**config.mk**
```make
export PLATFORM = sky130hd
export DESIGN_NAME = alu_seq_flat
export DESIGN_NICKNAME = d
export VERILOG_FILES = /design/src/rtl/alu_pkg.sv /design/src/rtl/alu_seq_if.sv /design/src/rtl/alu_seq.sv /design/src/flat_wrapper.sv
export SDC_FILE = /design/constraint.sdc
export NUM_CORES = 1
export LEC_CHECK = 0
export CORE_MARGIN = 2
export CORE_UTILIZATION = 43
export CTS_BUF_LIST = sky130_fd_sc_hd__clkbuf_2 sky130_fd_sc_hd__clkbuf_4 sky130_fd_sc_hd__clkbuf_8
export CTS_CLUSTER_SIZE = 20
export DETAILED_ROUTE_END_ITERATION = 8
export PLACE_DENSITY = 0.82
export SLEW_MARGIN = 20
export SYNTH_ARGS = -nofsm -noshare
export SYNTH_HDL_FRONTEND = slang
export SYNTH_SLANG_ARGS = --single-unit
```
**constraint.sdc**
```tcl
create_clock -name clk -period 2.1 [get_ports clk]
set_clock_uncertainty 0.2 [all_clocks]
set_input_delay 0.42 -clock clk [delete_from_list [all_inputs] [get_ports clk]]
set_output_delay 0.42 -clock clk [all_outputs]
set_load 0.01 [all_outputs]
```
**src/rtl/alu_pkg.sv**
```systemverilog
// Shared ALU definitions: opcode encoding and opcode width.
// Used by alu_seq, the ALU itself and anything that drives commands.
// No logic here, only types and constants.
package alu_pkg;

    localparam int ALU_OP_W = 2;

    typedef enum logic [ALU_OP_W-1:0] {
        OP_ADD = 2'b00,
        OP_SUB = 2'b01,
        OP_AND = 2'b10,
        OP_OR  = 2'b11
    } alu_op_e;

endpackage

```
**src/rtl/alu_seq_if.sv**
```systemverilog
// Command and response channels between a requester and alu_seq.
// Pure wiring, no latency.
// Both channels are valid/ready; the requester side is the master.
interface alu_seq_if
    import alu_pkg::*;
#(
    parameter int DATA_WIDTH = 32
);

    logic                  cmd_valid_i;
    logic                  cmd_ready_o;
    logic [DATA_WIDTH-1:0] cmd_a_i;
    logic [DATA_WIDTH-1:0] cmd_b_i;
    alu_op_e               cmd_op_i;

    logic                  rsp_valid_o;
    logic                  rsp_ready_i;
    logic [DATA_WIDTH-1:0] rsp_data_o;

    // Requester side: issues commands, consumes responses.
    modport master (
        output cmd_valid_i, cmd_a_i, cmd_b_i, cmd_op_i, rsp_ready_i,
        input  cmd_ready_o, rsp_valid_o, rsp_data_o
    );

    // alu_seq side: accepts commands, produces responses.
    modport slave (
        input  cmd_valid_i, cmd_a_i, cmd_b_i, cmd_op_i, rsp_ready_i,
        output cmd_ready_o, rsp_valid_o, rsp_data_o
    );

endinterface

```
**src/rtl/alu_seq.sv**
```systemverilog
// Sequencer for an external registered ALU: one command in flight, result returned on rsp channel.
// Latency: rsp_valid_o rises LATENCY+1 clocks after the accept edge.
// Backpressure: cmd_ready_o only in IDLE; response held until rsp_ready_i. Option: ALU_SEQ_STATS_EN adds stat_count_o.
module alu_seq
    import alu_pkg::*;
#(
    parameter int DATA_WIDTH = 32,
    parameter int LATENCY    = 1
) (
    input  logic                  clk,
    input  logic                  rst_n,
    alu_seq_if.slave              bus,
    output logic [DATA_WIDTH-1:0] alu_a_o,
    output logic [DATA_WIDTH-1:0] alu_b_o,
    output alu_op_e               alu_op_o,
    input  logic [DATA_WIDTH-1:0] alu_result_i,
`ifdef ALU_SEQ_STATS_EN
    output logic [31:0]           stat_count_o,
`endif
    output logic                  busy_o
);

    localparam int CNT_W = 4;

    typedef enum logic [1:0] {
        S_IDLE = 2'd0,
        S_WAIT = 2'd1,
        S_RESP = 2'd2
    } state_e;

    state_e                state_q, state_d;
    logic [CNT_W-1:0]      cnt_q, cnt_d;
    logic [DATA_WIDTH-1:0] a_q, a_d;
    logic [DATA_WIDTH-1:0] b_q, b_d;
    alu_op_e               op_q, op_d;
    logic [DATA_WIDTH-1:0] data_q, data_d;
    logic                  rsp_hs;

    assign rsp_hs = (state_q == S_RESP) && bus.rsp_ready_i;

    // Next-state and datapath-load decisions.
    always_comb begin
        state_d = state_q;
        cnt_d   = cnt_q;
        a_d     = a_q;
        b_d     = b_q;
        op_d    = op_q;
        data_d  = data_q;
        unique case (state_q)
            S_IDLE: begin
                if (bus.cmd_valid_i) begin
                    a_d     = bus.cmd_a_i;
                    b_d     = bus.cmd_b_i;
                    op_d    = bus.cmd_op_i;
                    cnt_d   = CNT_W'(LATENCY);
                    state_d = S_WAIT;
                end
            end
            S_WAIT: begin
                if (cnt_q != '0) begin
                    cnt_d = cnt_q - 1'b1;
                end else begin
                    data_d  = alu_result_i;
                    state_d = S_RESP;
                end
            end
            S_RESP: begin
                if (bus.rsp_ready_i) begin
                    state_d = S_IDLE;
                end
            end
            default: state_d = S_IDLE;
        endcase
    end

    // State, counter and operand/result registers.
    always_ff @(posedge clk or negedge rst_n) begin
        if (!rst_n) begin
            state_q <= S_IDLE;
            cnt_q   <= '0;
            a_q     <= '0;
            b_q     <= '0;
            op_q    <= OP_ADD;
            data_q  <= '0;
        end else begin
            state_q <= state_d;
            cnt_q   <= cnt_d;
            a_q     <= a_d;
            b_q     <= b_d;
            op_q    <= op_d;
            data_q  <= data_d;
        end
    end

    // Ready is masked by reset so every output reads 0 while rst_n is low.
    assign bus.cmd_ready_o = (state_q == S_IDLE) && rst_n;
    assign bus.rsp_valid_o = (state_q == S_RESP);
    assign bus.rsp_data_o  = data_q;
    assign busy_o          = (state_q != S_IDLE);
    assign alu_a_o         = a_q;
    assign alu_b_o         = b_q;
    assign alu_op_o        = op_q;

`ifdef ALU_SEQ_STATS_EN
    logic [31:0] stat_q;

    // Completed-response counter; wraps naturally at 32 bits.
    always_ff @(posedge clk or negedge rst_n) begin
        if (!rst_n) begin
            stat_q <= '0;
        end else if (rsp_hs) begin
            stat_q <= stat_q + 32'd1;
        end
    end

    assign stat_count_o = stat_q;
`else
    logic unused_hs;
    assign unused_hs = rsp_hs;
`endif

endmodule

```
**src/flat_wrapper.sv**
```systemverilog
// flat-port wrapper written by rule: the top's interface ports become plain ports
module alu_seq_flat import alu_pkg::*;
#(
    parameter int DATA_WIDTH = 32,
    parameter int LATENCY    = 1
)
  (clk, rst_n, alu_a_o, alu_b_o, alu_op_o, alu_result_i, busy_o, bus_cmd_valid_i, bus_cmd_a_i, bus_cmd_b_i, bus_cmd_op_i, bus_rsp_ready_i, bus_cmd_ready_o, bus_rsp_valid_o, bus_rsp_data_o);
  alu_seq_if #(.DATA_WIDTH(DATA_WIDTH)) bus_i ();
  input  logic clk;
  input  logic rst_n;
  output logic [DATA_WIDTH-1:0] alu_a_o;
  output logic [DATA_WIDTH-1:0] alu_b_o;
  output alu_op_e alu_op_o;
  input  logic [DATA_WIDTH-1:0] alu_result_i;
  output logic busy_o;
  input wire logic [$bits(bus_i.cmd_valid_i)-1:0] bus_cmd_valid_i;
  input wire logic [$bits(bus_i.cmd_a_i)-1:0] bus_cmd_a_i;
  input wire logic [$bits(bus_i.cmd_b_i)-1:0] bus_cmd_b_i;
  input wire logic [$bits(bus_i.cmd_op_i)-1:0] bus_cmd_op_i;
  input wire logic [$bits(bus_i.rsp_ready_i)-1:0] bus_rsp_ready_i;
  output wire logic [$bits(bus_i.cmd_ready_o)-1:0] bus_cmd_ready_o;
  output wire logic [$bits(bus_i.rsp_valid_o)-1:0] bus_rsp_valid_o;
  output wire logic [$bits(bus_i.rsp_data_o)-1:0] bus_rsp_data_o;
  assign bus_i.cmd_valid_i = bus_cmd_valid_i;
  assign bus_i.cmd_a_i = bus_cmd_a_i;
  assign bus_i.cmd_b_i = bus_cmd_b_i;
  assign bus_i.cmd_op_i = bus_cmd_op_i;
  assign bus_i.rsp_ready_i = bus_rsp_ready_i;
  assign bus_cmd_ready_o = bus_i.cmd_ready_o;
  assign bus_rsp_valid_o = bus_i.rsp_valid_o;
  assign bus_rsp_data_o = bus_i.rsp_data_o;
  alu_seq #(.DATA_WIDTH(DATA_WIDTH), .LATENCY(LATENCY)) u_core (.clk(clk), .rst_n(rst_n), .bus(bus_i), .alu_a_o(alu_a_o), .alu_b_o(alu_b_o), .alu_op_o(alu_op_o), .alu_result_i(alu_result_i), .busy_o(busy_o));
endmodule
```
# Yosys cells after proc, flatten, opt, wreduce, memory -nomap -nowiden
# Index checks and enable logic that the tools add are counted.
classes:
  mux: 7
  addsub: 1
  reduce_logical: 9
  bitwise_logic: 1
  eq_ne: 6
op_table:
  columns: ["cell", "count"]
  rows:
  - ["4-bit two-way mux", 2]
  - ["4-bit case mux with 2 select lines", 1]
  - ["2-bit two-way mux", 3]
  - ["2-bit inequality test, second input constant", 3]
  - ["2-bit case mux with 3 select lines", 1]
  - ["3-bit AND reduction", 2]
  - ["2-bit AND reduction", 2]
  - ["2-bit nonzero test", 2]
  - ["4-bit nonzero test", 1]
  - ["4-bit by 1-bit subtractor with 4-bit output, second input constant", 1]
  - ["2-bit by 1-bit equality test with 1-bit output, second input constant", 1]
  - ["2-bit equality test, second input constant", 1]
  - ["2-bit zero test", 1]
  - ["2-bit by 1-bit inequality test with 1-bit output, second input constant", 1]
  - ["1-bit logical AND", 1]
  - ["1-bit NOT", 1]
word_totals:
  wordCells: 30
  out_inout_bits: 101
  register_bits: 104
  in_bits: 102

# Logic depth before layout (Yosys ltp)
depth:
  depth_word: 3
  depth_mapped: 6
  depth_no_buf: 5

# Worst setup path before layout
# Ideal clock, no wire load.
synth_path:
  path_type: "reg-to-reg"
  from: "register u_core.cnt_q[0]"
  to: "register u_core.data_q[10], in the netlist u_core.bus.rsp_data_o[10]"
  period_less_slack_ps: 1793
  slack_ps: 307
  required_ps: 1775
  t_arrival_ps: 1467
  setup_ps: 125
  path_buffers: 1
  stages_incl_launch_ff: 7
  cell_sequence: "dfrtp_1 > inv_1 > ha_1 > nor3b_2 > nand3b_4 > buf_6 > mux2_4"
synth_via:
  elab_chain_cells: 3
synth_lines:
  columns: ["item", "line", "source"]
  rows:
  - ["from (decl)", "alu_seq.sv:32", "logic [CNT_W-1:0] cnt_q, cnt_d;"]
  - ["from (signal assigned)", "alu_seq.sv:87", "cnt_q <= cnt_d;"]
  - ["4-bit nonzero test", "alu_seq.sv:60", "if (cnt_q != '0) begin"]
  - ["1-bit NOT (no source line)", null, null]
  - ["2-bit AND reduction (no source line)", null, null]
  - ["to (signal assigned)", "alu_seq.sv:91", "data_q <= data_d;"]
  - ["to (decl)", "alu_seq.sv:36", "logic [DATA_WIDTH-1:0] data_q, data_d;"]
# No other way between the ends.
# A chain may end at the register's enable or synchronous reset.

# Worst setup path after layout
layout_path:
  from: "register u_core.cnt_q[0]"
  to: "register u_core.data_q[27], in the netlist u_core.bus.rsp_data_o[27]"
# Same word-level chain as after synthesis.

==> impl_metrics.json <==
{
  "outcome": "completed",
  "cts_tree": "done",
  "number_of_design_rule_violations_left_after_detail_routing": 0,
  "placeableCoreArea_sq_um": 9770,
  "leakage_nw": 3.03,
  "total_congestion_overflow_after_global_routing": 0,
  "path_clk_slew_ns": 0.09,
  "postRouteAntennaNets": 0,
  "drt_first_pass_iters": 4,
  "timing.final.ws_setup_ns": 0.124,
  "setup-tns-final_ns": 0,
  "setup_repair_after_global_routing_missed_its_margin": "false",
  "reg2regPathDepth": 6,
  "design.die.area_sq_um": 10900,
  "timing_hold_violations_final": 0,
  "netlist-cell-type-count": 29,
  "number_of_flip_flops_and_latches_in_the_synthesized_netlist": 104,
  "ff2ff_setup_slack_ns": 0.12,
  "synthDominantCellAreaShare_pct": 59.9,
  "initial_core_util_pct": 44.5,
  "place.gp.congestion": 0.762,
  "worstMarginPinSlew_ns": 0.458,
  "worst_ep_arrival_time_ns": 2.02,
  "areaGrowthSynthToFinish_pct": 56.1,
  "post-route-util_pct": 69.4,
  "placement_rows": 36,
  "path_class": "register to register",
  "post_synth_instance_area_sq_um": 4350,
  "n_antenna_cell": 0,
  "cp-start-kind": "register",
  "fillCellCount": 690,
  "synth_async_sr_flop_share_pct": 100,
  "dp_worst_setup_slack_ns": -0.00637,
  "critical_path.reg2reg.startpoint": "u_core.cnt_q[0]$_DFFE_PN0P_",
  "min_from": "u_core.alu_b_o[30]$_DFFE_PN0P_",
  "io_buffers": 202,
  "vertical_die_dimension_microns": 105,
  "routed_wirelength_mm": 10.0,
  "first_global_vias": 3027,
  "clk_root_buffer_cell": "sky130_fd_sc_hd__clkbuf_8",
  "htree_levels": 3,
  "final.min_clock_period_ns": 1.98,
  "pwr_density_cell_nw_per_um2": 1500,
  "holdCritPathClass": "register to register",
  "max-vdd-ir-drop_uv": 670,
  "critical_path_rt_ns": 2.14,
  "timing.hold.worst_path_depth": 1,
  "cts_inserted_buffers": 9,
  "cts_sinks": 104,
  "drt_first_iter_violations": 79,
  "p_total_w": 0.0102,
  "io-pin-count": 203,
  "final_layout_size_suffix_gt1_share_pct": 29.5,
  "syn-instance-count": 244,
  "fmaxAchievable_mhz": 506,
  "max-slew-margin-rel_pct": 69.5,
  "detailroute.via_count": 2806,
  "grt_start_max_net_pins": 53,
  "grt_antenna_before_repair": 0,
  "grt_usage_pct": 18.6,
  "cp-end-kind": "register",
  "global_route_wire_length_before_repair_mm": 16.0,
  "crit_path_max_fanout": 20,
  "yosys.area.top_type": "sky130_fd_sc_hd__dfrtp_1",
  "min_period_over_period_pct": 94.1,
  "finalSetupViolCount": 0,
  "slew_viol_final": 0,
  "synth_sequential_area_ratio_pct": 59.9,
  "hold_path_end": "u_core.alu_b_o[30]$_DFFE_PN0P_",
  "synth-edff-count": 0,
  "synth_top_cells_by_area": "sky130_fd_sc_hd__dfrtp_1 60%, sky130_fd_sc_hd__mux2_4 24%, sky130_fd_sc_hd__mux2_2 7.5%",
  "worst_hold_slack_ns": 0.311,
  "synth.yosys.warnings": 0,
  "vias_per_cell": 4.67,
  "maxCapViolCount": 0,
  "dieWidth_microns": 105,
  "cts_buffer_depth": 2,
  "syn-mean-instance-area_sq_um": 17.8,
  "reg2reg_to": "u_core.bus.rsp_data_o[27]$_DFFE_PN0P_",
  "syn_nets": 347,
  "worst_setup_path_startpoint": "u_core.cnt_q[0]$_DFFE_PN0P_",
  "clock_latency_ns": 0.35,
  "hpwl_mm": 7.51,
  "wl_per_cell_microns": 16.7,
  "nets": 566,
  "most_used_flip_flop_cell_after_synthesis": "sky130_fd_sc_hd__dfrtp_1"
}
==> layout by cell type, fill, tap and decap left out, drive strengths merged <==
cell,n
nor2,2
clkbuf,10
clkinvlp,1
dlygate4sd2,2
a21oi,1
clkinv,3
clkdlybuf4s50,198
ha,1
nor3b,2
dfrtp,104
o21ai,1
or4,1
or2,1
nand2,2
bufinv,2
or4b,1
o21bai,1
and2,1
nand3,2
mux2,98
dlygate4sd3,2
nand2b,1
inv,7
buf,16
a22o,3
a311oi,1
o31ai,2
nand3b,1
nor3,1
==> layer usage <==
layer | vias up | GRT usage, % | routed length [microns]
met5 | - | 0 | 0
met4 | 0 | 7.05 | 186
met3 | 17 | 4.62 | 609
met2 | 109 | 31.6 | 5050
met1 | 1389 | 23.0 | 4170
li1 | 1291 | - | -
==> Yosys cell counts, types with 2 or more instances <==
cell,n
sky130_fd_sc_hd__mux2_4,69
sky130_fd_sc_hd__dfrtp_1,104
sky130_fd_sc_hd__nand3_1,2
sky130_fd_sc_hd__nand2_1,2
sky130_fd_sc_hd__a22o_1,2
sky130_fd_sc_hd__inv_1,6
sky130_fd_sc_hd__buf_4,2
sky130_fd_sc_hd__o31ai_1,2
sky130_fd_sc_hd__buf_6,3
sky130_fd_sc_hd__mux2_2,29
sky130_fd_sc_hd__buf_12,5
==> critical path, cell delays in order, from the launching register on <==
cell and delay, ns:
sky130_fd_sc_hd__dfrtp_1 0.42, sky130_fd_sc_hd__inv_1 0.11, sky130_fd_sc_hd__ha_1 0.19, sky130_fd_sc_hd__nor3b_2 0.30
sky130_fd_sc_hd__nand3b_4 0.14, sky130_fd_sc_hd__buf_12 0.19, sky130_fd_sc_hd__mux2_4 0.31
==> sequential cells by signal, indices dropped and copies added (netlist names) <==
| signal | cells |
|---|---|
| u_core.bus.rsp_data_o | 32 |
| u_core.alu_b_o | 32 |
| u_core.alu_a_o | 32 |
| u_core.alu_op_o | 2 |
| u_core.cnt_q | 4 |
| u_core.state_q | 2 |
==> per-stage QoR <==
step	instance area, sq um	std cells
2_1_floorplan	4350	244
3_3_place_gp	6530	581
3_5_place_dp	6530	581
4_1_cts	6780	601
5_1_grt	6790	601
6_report	6790	601
==> timing repair <==
| action | in CTS | in global routing |
|---|---|---|
| cloned | 0 | 0 |
| hold endpoints to repair | 5 | 0 |
| setup buffers | 2 | 0 |
| gates resized for setup | 3 | 5 |
| hold buffers | 2 | 0 |
| endpoints found under the setup margin | 3 | 59 |
==> final cells by class <==
cell class	count	area, sq um	area share (%)
clock inverters	7	95.1	1.40
inverters	6	22.5	0.332
well taps	133	166	2.45
multi-input cells	123	1570	23.2
repair buffers	219	2200	32.4
flip-flops and latches	104	2600	38.3
clock buffers	9	124	1.83
==> cells by family after synthesis <==
logic type                 share of synthesized area (%)
AOI/OAI and AO/OA                                   1.58
adders and majority gates                          0.288
buffers and inverters                               4.06
DFF                                                 59.9
muxes                                               31.3
and+or+nand+nor                                     2.88
==> worst max-delay path by stage <==
stage,end,slack [ns],depth (start not counted)
finish,u_core.bus.rsp_data_o[27]$_DFFE_PN0P_,0.12,6
global placement,u_core.alu_b_o[30]$_DFFE_PN0P_,0.01,5
detailed placement,u_core.alu_op_o[0]$_DFFE_PN0P_,-0.006,5
floorplan,u_core.bus.rsp_data_o[10]$_DFFE_PN0P_,0.31,6
CTS,u_core.alu_a_o[26]$_DFFE_PN0P_,0.03,4
global route,u_core.bus.rsp_data_o[27]$_DFFE_PN0P_,0.09,6
==> where the power goes <==
group	internal, W	switching (W)	total [W]	leakage, nW
Sequential	0.00303	0.000590	0.00362	1.22
Clock	0.000674	0.000677	0.00135	0.110
Combinational	0.00349	0.00175	0.00523	1.70
No activity file was read; power rests on OpenSTA's default activity.
